## src/rtl/nlin_f_vect_unit.sv

```systemverilog
// Vector activation unit: identity / ReLU / leaky ReLU / clamp / hard-tanh applied per word.
// Two-stage valid/ready pipeline. Config is latched on the first beat of each tensor.
module nlin_f_vect_unit #(
  parameter int unsigned VECT_SIZE = 8,
  parameter int unsigned WORD_WDT  = 16,
  parameter int unsigned FRAC_WDT  = 8,
  parameter int unsigned TYPE_WDT  = 2
) (
  input  logic                          clk,
  input  logic                          rst,
  input  logic [2:0]                    cfg_mode,
  input  logic [3:0]                    cfg_leak_shift,
  input  logic [WORD_WDT-1:0]           cfg_clamp_lo,
  input  logic [WORD_WDT-1:0]           cfg_clamp_hi,
  input  logic                          in_vld,
  output logic                          in_rdy,
  input  logic [VECT_SIZE*WORD_WDT-1:0] in_data,
  input  logic                          in_last,
  input  logic [TYPE_WDT-1:0]           in_type,
  output logic                          out_vld,
  input  logic                          out_rdy,
  output logic [VECT_SIZE*WORD_WDT-1:0] out_data,
  output logic                          out_last,
  output logic [TYPE_WDT-1:0]           out_type,
  output logic                          busy,
  input  logic                          sat_clr,
  output logic [31:0]                   sat_cnt,
  output logic                          cfg_err
);

  localparam int unsigned DW = VECT_SIZE * WORD_WDT;

  localparam logic [0:0] ST_IDLE   = 1'b0;
  localparam logic [0:0] ST_ACTIVE = 1'b1;

  localparam logic [2:0] MODE_ID    = 3'd0;
  localparam logic [2:0] MODE_RELU  = 3'd1;
  localparam logic [2:0] MODE_LEAKY = 3'd2;
  localparam logic [2:0] MODE_CLAMP = 3'd3;
  localparam logic [2:0] MODE_HTANH = 3'd4;

  localparam logic [TYPE_WDT-1:0] TYPE_DATA = '0;

  // Hard-tanh bounds +/-1.0; they collapse to the word range when 1.0 is not representable.
  localparam logic signed [WORD_WDT-1:0] HT_HI = (WORD_WDT - 1 <= FRAC_WDT) ?
                                                 {1'b0, {(WORD_WDT-1){1'b1}}} :
                                                 WORD_WDT'((1 << FRAC_WDT) - 1);
  localparam logic signed [WORD_WDT-1:0] HT_LO = ~HT_HI;

  function automatic logic signed [WORD_WDT-1:0] f_clamp(
    input logic signed [WORD_WDT-1:0] x,
    input logic signed [WORD_WDT-1:0] lo,
    input logic signed [WORD_WDT-1:0] hi
  );
    logic signed [WORD_WDT-1:0] y;
    if (lo > hi)      y = lo;
    else if (x < lo)  y = lo;
    else if (x > hi)  y = hi;
    else              y = x;
    return y;
  endfunction

  function automatic logic signed [WORD_WDT-1:0] f_act(
    input logic [2:0]                 mode,
    input logic [3:0]                 sh,
    input logic signed [WORD_WDT-1:0] lo,
    input logic signed [WORD_WDT-1:0] hi,
    input logic signed [WORD_WDT-1:0] x
  );
    logic signed [WORD_WDT-1:0] y;
    case (mode)
      MODE_ID:    y = x;
      MODE_RELU:  y = x[WORD_WDT-1] ? '0 : x;
      MODE_LEAKY: y = x[WORD_WDT-1] ? (x >>> sh) : x;
      MODE_CLAMP: y = f_clamp(x, lo, hi);
      MODE_HTANH: y = f_clamp(x, HT_LO, HT_HI);
      default:    y = '0;
    endcase
    return y;
  endfunction

  logic [0:0]                 r_state;
  logic                       r_in_en;
  logic [2:0]                 r_mode;
  logic [3:0]                 r_shift;
  logic [WORD_WDT-1:0]        r_lo;
  logic [WORD_WDT-1:0]        r_hi;
  logic                       r_err;
  logic [31:0]                r_sat_cnt;
  logic                       r_s1_vld;
  logic [DW-1:0]              r_s1_data;
  logic                       r_s1_last;
  logic [TYPE_WDT-1:0]        r_s1_type;
  logic                       r_s2_vld;
  logic [DW-1:0]              r_s2_data;
  logic                       r_s2_last;
  logic [TYPE_WDT-1:0]        r_s2_type;

  logic                       w_idle;
  logic                       w_s2_load;
  logic                       w_s1_load;
  logic                       w_acc;
  logic                       w_is_data;
  logic [2:0]                 w_mode;
  logic [3:0]                 w_shift;
  logic signed [WORD_WDT-1:0] w_lo;
  logic signed [WORD_WDT-1:0] w_hi;
  logic [DW-1:0]              w_s1_data_n;
  logic [VECT_SIZE-1:0]       w_chg;
  logic [31:0]                w_inc;
  logic [31:0]                w_add;
  logic [32:0]                w_sum;

  assign w_idle    = (r_state == ST_IDLE);
  assign w_s2_load = ~r_s2_vld | out_rdy;
  assign w_s1_load = ~r_s1_vld | w_s2_load;
  assign in_rdy    = r_in_en & w_s1_load;
  assign w_acc     = in_vld & in_rdy;
  assign w_is_data = (in_type == TYPE_DATA);

  // The capturing beat itself must see the live config, later beats the shadow copy.
  assign w_mode  = w_idle ? cfg_mode       : r_mode;
  assign w_shift = w_idle ? cfg_leak_shift : r_shift;
  assign w_lo    = w_idle ? cfg_clamp_lo   : r_lo;
  assign w_hi    = w_idle ? cfg_clamp_hi   : r_hi;

  for (genvar g = 0; g < VECT_SIZE; g++) begin : g_word
    logic signed [WORD_WDT-1:0] w_x;
    logic signed [WORD_WDT-1:0] w_y;
    assign w_x = in_data[g*WORD_WDT +: WORD_WDT];
    assign w_y = f_act(w_mode, w_shift, w_lo, w_hi, w_x);
    assign w_s1_data_n[g*WORD_WDT +: WORD_WDT] = w_is_data ? w_y : w_x;
    assign w_chg[g] = (w_y != w_x);
  end

  always_comb begin
    w_inc = '0;
    for (int unsigned i = 0; i < VECT_SIZE; i++) begin
      w_inc = w_inc + 32'(w_chg[i]);
    end
  end

  assign w_add = (w_acc && w_is_data && (w_mode == MODE_CLAMP || w_mode == MODE_HTANH)) ?
                 w_inc : '0;
  assign w_sum = {1'b0, r_sat_cnt} + {1'b0, w_add};

  always_ff @(posedge clk or posedge rst) begin
    if (rst) begin
      r_state   <= ST_IDLE;
      r_in_en   <= 1'b0;
      r_mode    <= '0;
      r_shift   <= '0;
      r_lo      <= '0;
      r_hi      <= '0;
      r_err     <= 1'b0;
      r_sat_cnt <= '0;
    end else begin
      r_in_en <= 1'b1;
      if (w_acc) begin
        if (w_idle) begin
          r_mode  <= cfg_mode;
          r_shift <= cfg_leak_shift;
          r_lo    <= cfg_clamp_lo;
          r_hi    <= cfg_clamp_hi;
          if (cfg_mode > MODE_HTANH) r_err <= 1'b1;
          if (!in_last) r_state <= ST_ACTIVE;
        end else if (in_last) begin
          r_state <= ST_IDLE;
        end
      end
      if (sat_clr)       r_sat_cnt <= w_add;
      else if (w_sum[32]) r_sat_cnt <= '1;
      else               r_sat_cnt <= w_sum[31:0];
    end
  end

  always_ff @(posedge clk or posedge rst) begin
    if (rst) begin
      r_s1_vld  <= 1'b0;
      r_s1_data <= '0;
      r_s1_last <= 1'b0;
      r_s1_type <= '0;
      r_s2_vld  <= 1'b0;
      r_s2_data <= '0;
      r_s2_last <= 1'b0;
      r_s2_type <= '0;
    end else begin
      if (w_s1_load) begin
        r_s1_vld <= w_acc;
        if (w_acc) begin
          r_s1_data <= w_s1_data_n;
          r_s1_last <= in_last;
          r_s1_type <= in_type;
        end
      end
      if (w_s2_load) begin
        r_s2_vld <= r_s1_vld;
        if (r_s1_vld) begin
          r_s2_data <= r_s1_data;
          r_s2_last <= r_s1_last;
          r_s2_type <= r_s1_type;
        end
      end
    end
  end

  assign out_vld  = r_s2_vld;
  assign out_data = r_s2_data;
  assign out_last = r_s2_last;
  assign out_type = r_s2_type;
  assign busy     = (r_state == ST_ACTIVE);
  assign sat_cnt  = r_sat_cnt;
  assign cfg_err  = r_err;

endmodule

```

## config.mk

```make
export PLATFORM = sky130hd
export DESIGN_NAME = nlin_f_vect_unit
export DESIGN_NICKNAME = d
export VERILOG_FILES = /design/src/rtl/nlin_f_vect_unit.sv
export SDC_FILE = /design/constraint.sdc
export NUM_CORES = 2
export LEC_CHECK = 0
export CELL_PAD_IN_SITES_DETAIL_PLACEMENT = 1
export CELL_PAD_IN_SITES_GLOBAL_PLACEMENT = 2
export CORE_MARGIN = 5
export CORE_UTILIZATION = 43
export DETAILED_ROUTE_END_ITERATION = 12
export DONT_BUFFER_PORTS = 1
export PLACE_DENSITY = 0.95
export SYNTH_ARGS = -nofsm -noshare
export SYNTH_HDL_FRONTEND = slang
export SYNTH_SLANG_ARGS = --single-unit
```

## constraint.sdc

```tcl
create_clock -name clk -period 19.89 [get_ports clk]
set_clock_uncertainty 0.05 [all_clocks]
set_input_delay 5.967 -clock clk [delete_from_list [all_inputs] [get_ports clk]]
set_output_delay 5.967 -clock clk [all_outputs]
set_load 0.02 [all_outputs]
```

Word-level counts from Yosys, hierarchy flattened
Index checks and enable logic that the tools add are counted.
- register bits after elaboration: 338
- logic and storage cells: 173
- output and inout port bits: 167
- input port bits: 175
- bitwise logic cells: 7
- reduce and logical (&&, ||, !) cells: 8
- $lt $le $gt $ge: 34
- shift operators: 8
- multiplexer cells: 80
- equality and inequality tests: 12
- $add $sub $neg: 8
- operator list (operator ; count):
    $mux 16 ; 58
    $pmux 16 s5 ; 8
    $gt 16x16->1 ; 9
    $gt 16x9->1 const B ; 8
    $lt 16x16->1 ; 8
    $lt 16x9->1 const B ; 8
    $ne 16x16->1 ; 8
    $sshr 16x4->16 ; 8
    $mux 15 ; 8
    $mux 32 ; 2
    $add 32x8->33 ; 1
    $add 7x1->8 ; 1
    $mux 8 ; 1
    $add 6x1->7 ; 1
    $add 5x1->6 ; 1
    $eq 3x2->1 const B ; 2
    $add 4x1->5 ; 1
    $add 3x1->4 ; 1
    $mux 4 ; 1
    $reduce_and 2->1 ; 2
    $add 2x1->3 ; 1
    $eq 3x1->1 const B ; 1
    $eq 3x3->1 const B ; 1
    $gt 3x3->1 const B ; 1
    other kinds (11) ; 16

Logic depth before layout (Yosys ltp)
- word-level depth: 18
- mapped depth: 40

Worst setup path before layout
Ideal clock, no wire load.
- kind: input port to flip-flop
- from: input port cfg_clamp_lo[15]
- to: register r_sat_cnt[7] (netlist: sat_cnt[7])
- required time: 19.762 ns
- library setup time: 0.078 ns
- arrival time: 14.546 ns
- path slack: 5.216 ns
- stages on the path: 33
- cells stage by stage: mux2i_1 > inv_1 > ha_1 > and4_1 > nand4_1 > a21oi_1 > nor4b_4 > nor2_2 > buf_2 > nor3_1 > a221oi_1 > xnor2_1 > nor4_1 > nand4_1 > nor3_1 > fa_1 > inv_1 > fa_1 > fa_1 > ha_1 > fa_1 > xnor2_1 > nor4_1 > ha_1 > a21o_1 > a21oi_1 > nor4_1 > and3_1 > nor2b_1 > nor2b_1 > nand2_1 > clkbuf_1 > a21oi_1
- cells in the longest elaborated chain, start to end: 17
- ends and longest elaborated chain (what ; line ; source):
    from (decl) ; 13 ; input logic [WORD_WDT-1:0] cfg_clamp_lo,
    $mux 16 * ; -- ;
    via w_lo[15] ; 106 ; logic signed [WORD_WDT-1:0] w_lo;
    $lt 16x16->1 ; 57 ; else if (x < lo) y = lo;
    $mux 16 ; 57 ;
    $mux 16 ; 56 ; if (lo > hi) y = lo;
    $pmux 16 s5 ; 71 ; case (mode)
    $ne 16x16->1 ; 133 ; assign w_chg[g] = (w_y != w_x);
    $add 1x1->2 ; 139 ; w_inc = w_inc + 32'(w_chg[i]);
    [... 2 more ...] ; -- ;
    $add 4x1->5 ; 139 ;
    $add 5x1->6 ; 139 ;
    $add 6x1->7 ; 139 ;
    $add 7x1->8 * ; 139 ;
    $mux 8 * ; 143 ; assign w_add = (w_acc && w_is_data && (w_mode == MODE_CLAMP || w_mode == MODE_HTANH)) ?
    $add 32x8->33 ; 145 ; assign w_sum = {1'b0, r_sat_cnt} + {1'b0, w_add};
    $mux 32 ; 172 ; else if (w_sum[32]) r_sat_cnt <= '1;
    $mux 32 * ; 171 ; if (sat_clr) r_sat_cnt <= w_add;
    to (signal assigned) ; 171 ;
    to (signal assigned) ; 173 ; else r_sat_cnt <= w_sum[31:0];
    to (decl) ; 89 ; logic [31:0] r_sat_cnt;
The timed path passes the listed nets; every way through them passes the cells marked *.
A chain may end at the register's enable or synchronous reset.

Worst setup path after layout
- from: input port cfg_clamp_lo[15]
- to: register r_sat_cnt[31] (netlist: sat_cnt[31])
- cells in the longest elaborated chain, start to end: 17
- ends and longest elaborated chain (what ; line):
    $mux 16 * ; --
    via w_lo[15] ; 106
    $lt 16x16->1 ; 57
    $mux 16 ; 57
    $mux 16 ; 56
    $pmux 16 s5 ; 71
    $ne 16x16->1 ; 133
    $add 1x1->2 ; 139
    [... 2 more ...] ; --
    $add 4x1->5 ; 139
    $add 5x1->6 ; 139
    $add 6x1->7 ; 139
    $add 7x1->8 * ; 139
    $mux 8 * ; 143
    $add 32x8->33 * ; 145
    $mux 32 * ; 172
    $mux 32 * ; 171
Marks and branches as above.

==> run metrics <==
Mapped Avg Cell Area=8.38 um^2; H-tree level count=2; net count reported at finish=4241; PostCTS Resize Cnt=0; Setup WS pre-CTS=2.72 ns; cell mode on critical path=fa_1; Worst Path Max Fanout=28; initial antenna violation count=27; async set-reset flop share out of synthesis=100%; grt met1 use=52.3%; Mapped Cells=approximately 4000; Peak VDD IR=96.5 uV; first-pass GRT wire length=between 200000 and 250000 um; status=finished clean; clk buf depth=3; io pins=342; post-DR vias/cell=between 7 and 8; Synth area leader=dfrtp_1; commonest non-fill, non-tap cell in the layout=nand2_1; CP Capture Type=flop; crit path from=cfg_clamp_lo[15]; max-slew violations=0; Slew Limit Headroom=12.2%; full die area=83300 um^2; worst hold start=r_s1_data[123]; ANT nets after route=0; Yosys warning count=0; Port Buf Inserts=0; setup ws final=2.79 ns; Rows=about 100; ranking of synthesized cells by area=dfrtp_1 25%, ha_1 10%, mux2i_1 6.2%, mux2_2 6.0%, a21oi_1 5.5%; Hold Buf Count CTS=0; M2 GR Usage=57.3%; Cell Area, Synth=~33000 um^2; Critical-path top delay cell=nor4_2; RSZ-0062 raised after global routing=false; clk slew on worst S/H paths=about 0.060 ns; Startpoint Class=input port; Core Box Area=~77000 um^2; Worst Setup Path Type=in2reg; clock tree from TritonCTS=yes; Max-Cap Viols=0; remaining routing DRC violations=0; r2r startpoint=busy; Combinational Power Share=54.8%; WL final=172000 um; clock latency on the worst-skew pair=0.63 ns; pwr dens=118 nW/um^2; register area share after synthesis=25.3%; pin count of the biggest net entering global routing=160; Post-DP HPWL=123000 um; sw frac=50.2%; WHS Path Cells=1; Leak=0.0152 uW; Layout area overhead=6.24%; Sequential Power Share=26.8%; Slew @ Worst Pin=1.31 ns; Worst EP required=20.31 ns; CTS root buffer=clkbuf_16; Clk network pwr share=18.4%; Routability Congestion=approximately 1.0; clock sinks=roughly 340; post-synth top area share=25.3%; final number of hold-violating endpoints=0; syn_nets=4434; Setup TNS=0 ns; FF-to-FF path depth=33; Int Power=2080 uW; most frequent cells in the layout=466 x nand2_1, 368 x a21oi_1, 337 x dfrtp_1; First DRT Iteration DRCs=4714; Main synth FF type=dfrtp_1; Final period util=86.0%; Vias=34911; WL/cell=35.4 um; vias in the first global route=33840; die height=289 um; HP Class=reg2reg; Tot GR Track Use=39.7%; die width=289 um; CP max stage delay=0.90 ns; Post-CTS Setup Bufs=0; Psw=between 2000 and 2500 uW; CP arrival=17.52 ns; GR peak layer=met2; DRT Pass-1 Iters=6; final setup violation count=0; post-synthesis register bit count=338; Yosys cell types=97; min cycle time layout=17.10 ns; GRT overflow=0; max frequency=58.5 MHz; initial core utilization=43.2%; TritonCTS Buffers=40; GR met3 Demand/Resource=14.5%; layout cell share with drive strength beyond 1=between 10% and 20%; Post-synth EDFFs=0
-- per-stage QoR --
step	hold WS, ns	std cells	util [%]	power (uW)	instance area [um^2]
2_1_floorplan	0.385	3983	-	2540	33400
3_3_place_gp	0.401	4788	44.2	3260	34100
3_5_place_dp	0.404	4788	44.2	3310	34100
4_1_cts	0.417	4859	45.9	4090	35400
5_1_grt	0.441	4860	45.9	4340	35400
6_report	0.401	4869	45.9	4180	35500
-- critical path: cells and delay by family --
| family | cells | cell delay (ns) |
|---|---|---|
| AOI/OAI and AO/OA | 5 | 1.31 |
| and+or+nand+nor | 14 | 5.60 |
| xor gates and xnor gates | 2 | 0.32 |
| adders and majority gates | 7 | 2.74 |
| buffers and inverters | 3 | 0.74 |
| muxes | 1 | 0.80 |
-- synthesized netlist by cell type, drive strengths merged, types with 47 or more instances --
library cell,instances
nand2,469
a21oi,371
o21ai,345
dfrtp,338
nor2,306
ha,271
mux2i,211
clkbuf,209
mux2,187
buf,118
nand3,88
nor3,72
xor2,67
a211oi,63
nand4,63
xnor2,63
a21o,62
mux4,61
inv,57
o211ai,47
-- cell type report --
| class | count | area [um^2] |
|---|---|---|
| inverters | 59 | 229 |
| clock inverters | 19 | 224 |
| clock buffers | 52 | 1120 |
| multi-input cells | 3259 | 23400 |
| well taps | 1040 | 1300 |
| flip-flops and latches | 338 | 8460 |
| fillers | 9111 | 41800 |
| diodes | 10 | 25.0 |
| repair buffers | 92 | 716 |
-- state kept, by name, indices dropped and copies added (netlist names), 2 cells and up --
signal,flops
r_mode,3
r_shift,4
r_hi,16
r_s1_type,2
r_lo,16
r_s1_data,128
out_data,128
out_type,2
sat_cnt,32
-- layer usage --
metal / vias to the layer above / wire length [um]
li1: 14438 / -
met1: 17413 / 67100
met2: 2428 / 70200
met3: 610 / 23700
met4: 22 / 11100
met5: - / 143
-- final timing paths --
check | endpoint | slack [ns]
setup / recovery | sat_cnt[31] | 2.79
hold / removal | out_data[123] | 0.40
setup reg to reg | sat_cnt[31] | 6.66
hold reg to reg | out_data[123] | 0.40
max in group asynchronous | out_data[14] | 12.94
min in group asynchronous | r_s1_data[74] | 5.34
-- power groups by stage --
stage               clock network [uW]  logic, uW  registers [uW]
finish                             768       2290            1120
global route                       807       2390            1140
CTS                                779       2190            1120
detailed placement                   0       2180            1130
global placement                     0       2130            1130
floorplan                            0       1490            1060
-- cell families after synthesis --
kind of cell               synth area share (%)
other                                    0.0112
and+or+nand+nor                            16.6
buffers and inverters                      4.89
AOI/OAI and AO/OA                          22.4
adders and majority gates                  10.5
muxes                                      16.9
xor gates and xnor gates                   3.41
DFF                                        25.3
No activity file was read; power rests on OpenSTA's default activity.
